[src/rtl/aes_ctrl_pkg.sv]
// Shared types and widths for the AES core scheduling logic.
package aes_ctrl_pkg;

  localparam int unsigned AES_W = 128;

  typedef enum logic [1:0] {
    S_IDLE  = 2'd0,
    S_ISSUE = 2'd1,
    S_WAIT  = 2'd2,
    S_RESP  = 2'd3
  } state_e;

endpackage

[src/rtl/aes_core_arbiter_rr_arbiter.sv]
// Combinational round-robin pick: first active request after last_grant, wrapping.
module rr_arbiter #(
  parameter int unsigned NUM_REQ = 2,
  parameter int unsigned IDX_W   = 1
) (
  input  logic [NUM_REQ-1:0] req,
  input  logic [IDX_W-1:0]   last_grant,
  output logic [NUM_REQ-1:0] grant,
  output logic [IDX_W-1:0]   grant_idx,
  output logic               any
);

  // Scan candidates in priority order; the first hit wins.
  always_comb begin
    int unsigned cand;
    grant     = '0;
    grant_idx = '0;
    any       = 1'b0;
    cand      = 0;
    for (int unsigned i = 0; i < NUM_REQ; i++) begin
      cand = (32'(last_grant) + 32'd1 + i) % NUM_REQ;
      if (!any && req[IDX_W'(cand)]) begin
        grant[IDX_W'(cand)] = 1'b1;
        grant_idx           = IDX_W'(cand);
        any                 = 1'b1;
      end
    end
  end

endmodule

[src/rtl/aes_core_arbiter.sv]
// Shares one iterative AES core between NUM_REQ requesters, one job at a time,
// with round-robin grants and a finish timeout that returns an error response.
module aes_core_arbiter
  import aes_ctrl_pkg::*;
#(
  parameter int unsigned NUM_REQ = 2,
  parameter int unsigned TIMEOUT = 64
) (
  input  logic                     clk,
  input  logic                     rst,
  input  logic [NUM_REQ-1:0]       req_valid,
  output logic [NUM_REQ-1:0]       req_ready,
  input  logic [NUM_REQ-1:0]       req_dec,
  input  logic [NUM_REQ*AES_W-1:0] req_plain,
  input  logic [NUM_REQ*AES_W-1:0] req_key,
  output logic [NUM_REQ-1:0]       resp_valid,
  input  logic [NUM_REQ-1:0]       resp_ready,
  output logic [AES_W-1:0]         resp_data,
  output logic                     resp_err,
  output logic [AES_W-1:0]         core_plain,
  output logic [AES_W-1:0]         core_key,
  output logic                     core_dec,
  output logic                     core_start,
  input  logic                     core_finish,
  input  logic [AES_W-1:0]         core_cipher,
  output logic                     busy
);

  localparam int unsigned IDX_W   = (NUM_REQ > 1) ? $clog2(NUM_REQ) : 1;
  localparam int unsigned TIMER_W = $clog2(TIMEOUT + 1);

  state_e               state;
  state_e               state_nxt;
  logic [IDX_W-1:0]     last_grant;
  logic [IDX_W-1:0]     owner;
  logic [IDX_W-1:0]     arb_idx;
  logic [NUM_REQ-1:0]   arb_grant;
  logic                 arb_any;
  logic [TIMER_W-1:0]   timer;
  logic                 timeout_hit;
  logic                 accept;
  logic                 resp_hs;

  rr_arbiter #(
    .NUM_REQ (NUM_REQ),
    .IDX_W   (IDX_W)
  ) u_rr_arbiter (
    .req        (req_valid),
    .last_grant (last_grant),
    .grant      (arb_grant),
    .grant_idx  (arb_idx),
    .any        (arb_any)
  );

  // Timer counts from the start pulse, so the abort lands TIMEOUT cycles after it.
  assign timeout_hit = (timer >= TIMER_W'(TIMEOUT - 1));
  assign accept      = (state == S_IDLE) && arb_any;
  assign resp_hs     = (state == S_RESP) && resp_ready[owner];

  // State register.
  always_ff @(posedge clk or posedge rst) begin
    if (rst) state <= S_IDLE;
    else     state <= state_nxt;
  end

  // Next-state logic; finish takes precedence over a same-cycle timeout.
  always_comb begin
    state_nxt = state;
    case (state)
      S_IDLE:  if (accept) state_nxt = S_ISSUE;
      S_ISSUE: state_nxt = S_WAIT;
      S_WAIT:  if (core_finish || timeout_hit) state_nxt = S_RESP;
      S_RESP:  if (resp_hs) state_nxt = S_IDLE;
      default: state_nxt = S_IDLE;
    endcase
  end

  // Grant is only offered in IDLE and is forced low while reset is asserted.
  always_comb begin
    req_ready = '0;
    busy      = (state != S_IDLE);
    if (state == S_IDLE && !rst) req_ready = arb_grant;
  end

  // Job operands, owner tracking, timer and response registers.
  always_ff @(posedge clk or posedge rst) begin
    if (rst) begin
      core_plain <= '0;
      core_key   <= '0;
      core_dec   <= 1'b0;
      core_start <= 1'b0;
      owner      <= '0;
      last_grant <= IDX_W'(NUM_REQ - 1);
      timer      <= '0;
      resp_valid <= '0;
      resp_data  <= '0;
      resp_err   <= 1'b0;
    end else begin
      core_start <= accept;

      if (accept) begin
        core_plain <= req_plain[AES_W*arb_idx +: AES_W];
        core_key   <= req_key[AES_W*arb_idx +: AES_W];
        core_dec   <= req_dec[arb_idx];
        owner      <= arb_idx;
        last_grant <= arb_idx;
        timer      <= '0;
      end else if (state == S_ISSUE || state == S_WAIT) begin
        timer <= timer + TIMER_W'(1);
      end

      if (state == S_WAIT) begin
        if (core_finish) begin
          resp_data  <= core_cipher;
          resp_err   <= 1'b0;
          resp_valid <= NUM_REQ'(1) << owner;
        end else if (timeout_hit) begin
          resp_data  <= '0;
          resp_err   <= 1'b1;
          resp_valid <= NUM_REQ'(1) << owner;
        end
      end else if (resp_hs) begin
        resp_valid <= '0;
      end
    end
  end

endmodule

[config.mk]
export PLATFORM = sky130hd
export DESIGN_NAME = aes_core_arbiter
export DESIGN_NICKNAME = d
export VERILOG_FILES = /design/src/rtl/aes_ctrl_pkg.sv /design/src/rtl/aes_core_arbiter_rr_arbiter.sv /design/src/rtl/aes_core_arbiter.sv
export SDC_FILE = /design/constraint.sdc
export NUM_CORES = 1
export LEC_CHECK = 0
export BUFFER_PORTS_ARGS = -buffer_cell sky130_fd_sc_hd__buf_2
export CAP_MARGIN = 30
export CORE_AREA = 10 10 397 399
export DETAILED_ROUTE_END_ITERATION = 16
export DIE_AREA = 0 0 407 409
export GPL_ROUTABILITY_DRIVEN = 0
export SETUP_SLACK_MARGIN = 0.15
export SYNTH_ARGS = -nofsm -noshare
export SYNTH_HDL_FRONTEND = slang
export SYNTH_SLANG_ARGS = --single-unit
export TNS_END_PERCENT = 100
[constraint.sdc]
create_clock -name clk -period 13.8 [get_ports clk]
set_input_delay 1.38 -clock clk [delete_from_list [all_inputs] [get_ports clk]]
set_output_delay 1.38 -clock clk [all_outputs]
set_load 0.005 [all_outputs]
==> impl_metrics.json <==
{
  "cts.htree.levels": 2,
  "drc_errors": 0,
  "setup_violations": 0,
  "path_buf_inv": 4,
  "crit_chain": "buf_2 > inv_8 > buf_4 > o2111a_1 > buf_2",
  "ir_drop_mv": 0.112,
  "fp.dieH_um": 409,
  "first_pass_iters": 5,
  "path_class": "primary input to primary output",
  "die_w_um": 407,
  "drt-total-wl_um": 119000,
  "reg2reg_from": "state[1]",
  "cts_buffers": 52,
  "area_growth_pct": 51.6,
  "drive_gt1_share_pct": 44.0,
  "port_buffers": 1040,
  "critPathRequiredTime_ns": 12.42,
  "dieArea_um2": 166000,
  "post_cts_buffers": 0,
  "fillers": 16700,
  "drt-initial-drc-count": 1091,
  "synth_top_cell_area_share_pct": 56.1,
  "track_usage_pct": 13.5,
  "cts.sinks": 400,
  "crit_family": "buffers and inverters",
  "synth_warnings": 0,
  "status": "completed",
  "slew_viol_final": 0,
  "grt_max_degree": 242,
  "finalCritPeriodShare_pct": 31.4,
  "synth_area_leader_cell": "dfrtp_1",
  "totalPowerFinal_uw": 5940,
  "cts_tree": "done",
  "fmax_ghz": 0.231,
  "hp-class": "flip-flop to flip-flop",
  "synth_fp_nets": 2273,
  "period_needed_ns": 4.34,
  "hold_violations": 0,
  "skew_ns": 0.0251,
  "path_common_cell": "buf_2",
  "synth_cell_type_count": 31,
  "ios": 1041,
  "p_per_area_nw_per_um2": 220,
  "tightest_slew_ns": 1.00,
  "start_util_pct": 11.9,
  "vias": 16800,
  "tns_ns": 0,
  "grt_pass1_wl_um": 155000,
  "p_leak_uw": 0.0146,
  "cts_root_buffer": "clkbuf_16",
  "routedWlPerCell_um": 25.5,
  "cp-start-kind": "primary input",
  "crit_start": "rst",
  "critPathMaxFanout": 55,
  "clkTransAtPathRegs_ns": 0.06,
  "avgSynthCellArea_um2": 11.0,
  "cts_resized": 0,
  "cts_buffer_depth": 3,
  "dpl.hpwl_um": 102000,
  "syn_area_um2": 17800,
  "synthCells": 1619,
  "grt_pass1_vias": 17300,
  "viasPerCell": 3.59,
  "arrival_ns": 2.96,
  "rsz0062_at_grt": "no",
  "core_um2": 149000,
  "fp-row-count": 142,
  "ys_seq_area_share_pct": 56.3,
  "antenna_found_initial": 99,
  "synth-seq-cells": 400,
  "nNetsFinal": 3254,
  "cts-hold-fix-buffers": 0,
  "synth.top_cells.by_area": "dfrtp_1, mux2i_1, o21ai_1",
  "insertion_delay_ns": 0.64,
  "cp_slowest_stage_delay_ns": 0.64,
  "cp-end-kind": "primary output",
  "hold_ws_ns": 0.469,
  "max-cap-violations": 0,
  "antenna_left": 0,
  "grt-ovfl-total": 0,
  "min_from": "core_key[69]",
  "cp_slowest_cell": "buf_4",
  "relSlewSlack_pct": 33.0
}
[report_power, final]
| group | internal, µW | switching (µW) | leakage (µW) |
|---|---|---|---|
| registers | 1730 | 301 | 0.00499 |
| logic | 896 | 1480 | 0.00865 |
| clock network | 917 | 613 | 0.000947 |
[worst min-delay path, stage by stage, from the launching register on]
cell	delay, ns
dfrtp_1	0.34
nand2_1	0.04
o21ai_0	0.05
[placed cells by master, fill, tap and decap left out, types with 21 or more instances in the layout]
| cell type | instances |
|---|---|
| buf_2 | 1039 |
| dfrtp_1 | 399 |
| nand2_1 | 262 |
| mux2i_1 | 261 |
| o21ai_1 | 209 |
| and3_1 | 129 |
| a21o_1 | 128 |
| o21ai_0 | 54 |
| clkbuf_16 | 52 |
| diode_2 | 21 |
[synthesized netlist by cell type]
cell / count
a21oi_1: 6
o21ai_0: 54
o21ai_1: 210
mux2i_1: 261
mux2_1: 1
nand2_1: 262
ha_1: 5
buf_1: 9
o21ai_2: 1
nand4_2: 1
xnor2_1: 1
dfstp_2: 1
mux2_2: 1
inv_2: 2
a21o_1: 128
nand4_1: 2
a31oi_1: 1
or3_1: 2
a22oi_1: 1
nor2_1: 8
dfrtp_1: 399
o2111a_1: 1
and3_1: 129
buf_4: 5
buf_6: 36
nand2_2: 1
o2bb2a_1: 1
xor2_1: 3
buf_2: 9
clkbuf_1: 70
inv_1: 8
[worst paths after layout]
check                      slack, ns              end  cells past startpoint
hold reg to reg                 0.47     core_key[69]                      2
min in group asynchronous       0.77   core_plain[87]                      2
hold / removal                  0.47     core_key[69]                      2
setup / recovery                9.46     req_ready[0]                      5
setup reg to reg                9.89  core_plain[100]                      8
max in group asynchronous      11.13     core_key[41]                      5
[metrics by stage]
stage          instances  worst slack, ns  utilization [%]  instance area [µm²]
2_1_floorplan       1619             1.27                -                17800
3_5_place_dp        4561             9.18             16.7                25000
3_3_place_gp        4561             9.24             16.7                25000
5_1_grt             4665             9.24             18.0                26900
4_1_cts             4659             9.34             18.0                26900
6_report            4681             9.46             18.0                27000
[routing by layer]
layer,GRT usage [%],share of wire [%],vias to the layer above
met5,0,0.38,-
met4,4.21,3.0,66
met3,6.82,11,207
met2,21.9,47,763
met1,15.5,39,8151
li1,-,-,7630
[registers in the layout, summed over array words and instances (netlist names)]
signal	flops
core_start	1
core_key	128
timer	7
resp_data	128
owner	1
core_plain	128
resp_valid	2
core_dec	1
resp_err	1
state	2
last_grant	1
[cell families (layout without fill, tap and decap cells)]
group	Yosys count	count (layout)	synth area share (%)
xor+xnor	4	4	0.197
fa+ha+maj	5	5	0.352
compound gates	403	403	13.2
other cells	0	21	0
flops	400	400	56.3
mux	263	263	14.8
simple gates	405	405	10.5
buf+inv	139	1164	4.62
[cell type report]
type / count / area, µm² / area share (%)
clock inverters: 32 / 455 / 1.69
well taps: 2016 / 2520 / 9.36
diodes: 21 / 52.6 / 0.195
flip-flops and latches: 400 / 10000 / 37.1
clock buffers: 66 / 1470 / 5.47
inverters: 10 / 45.0 / 0.167
repair buffers: 1056 / 5400 / 20.0
multi-input cells: 1080 / 7000 / 26.0
Note: power is estimated with default switching activity, not from simulation.
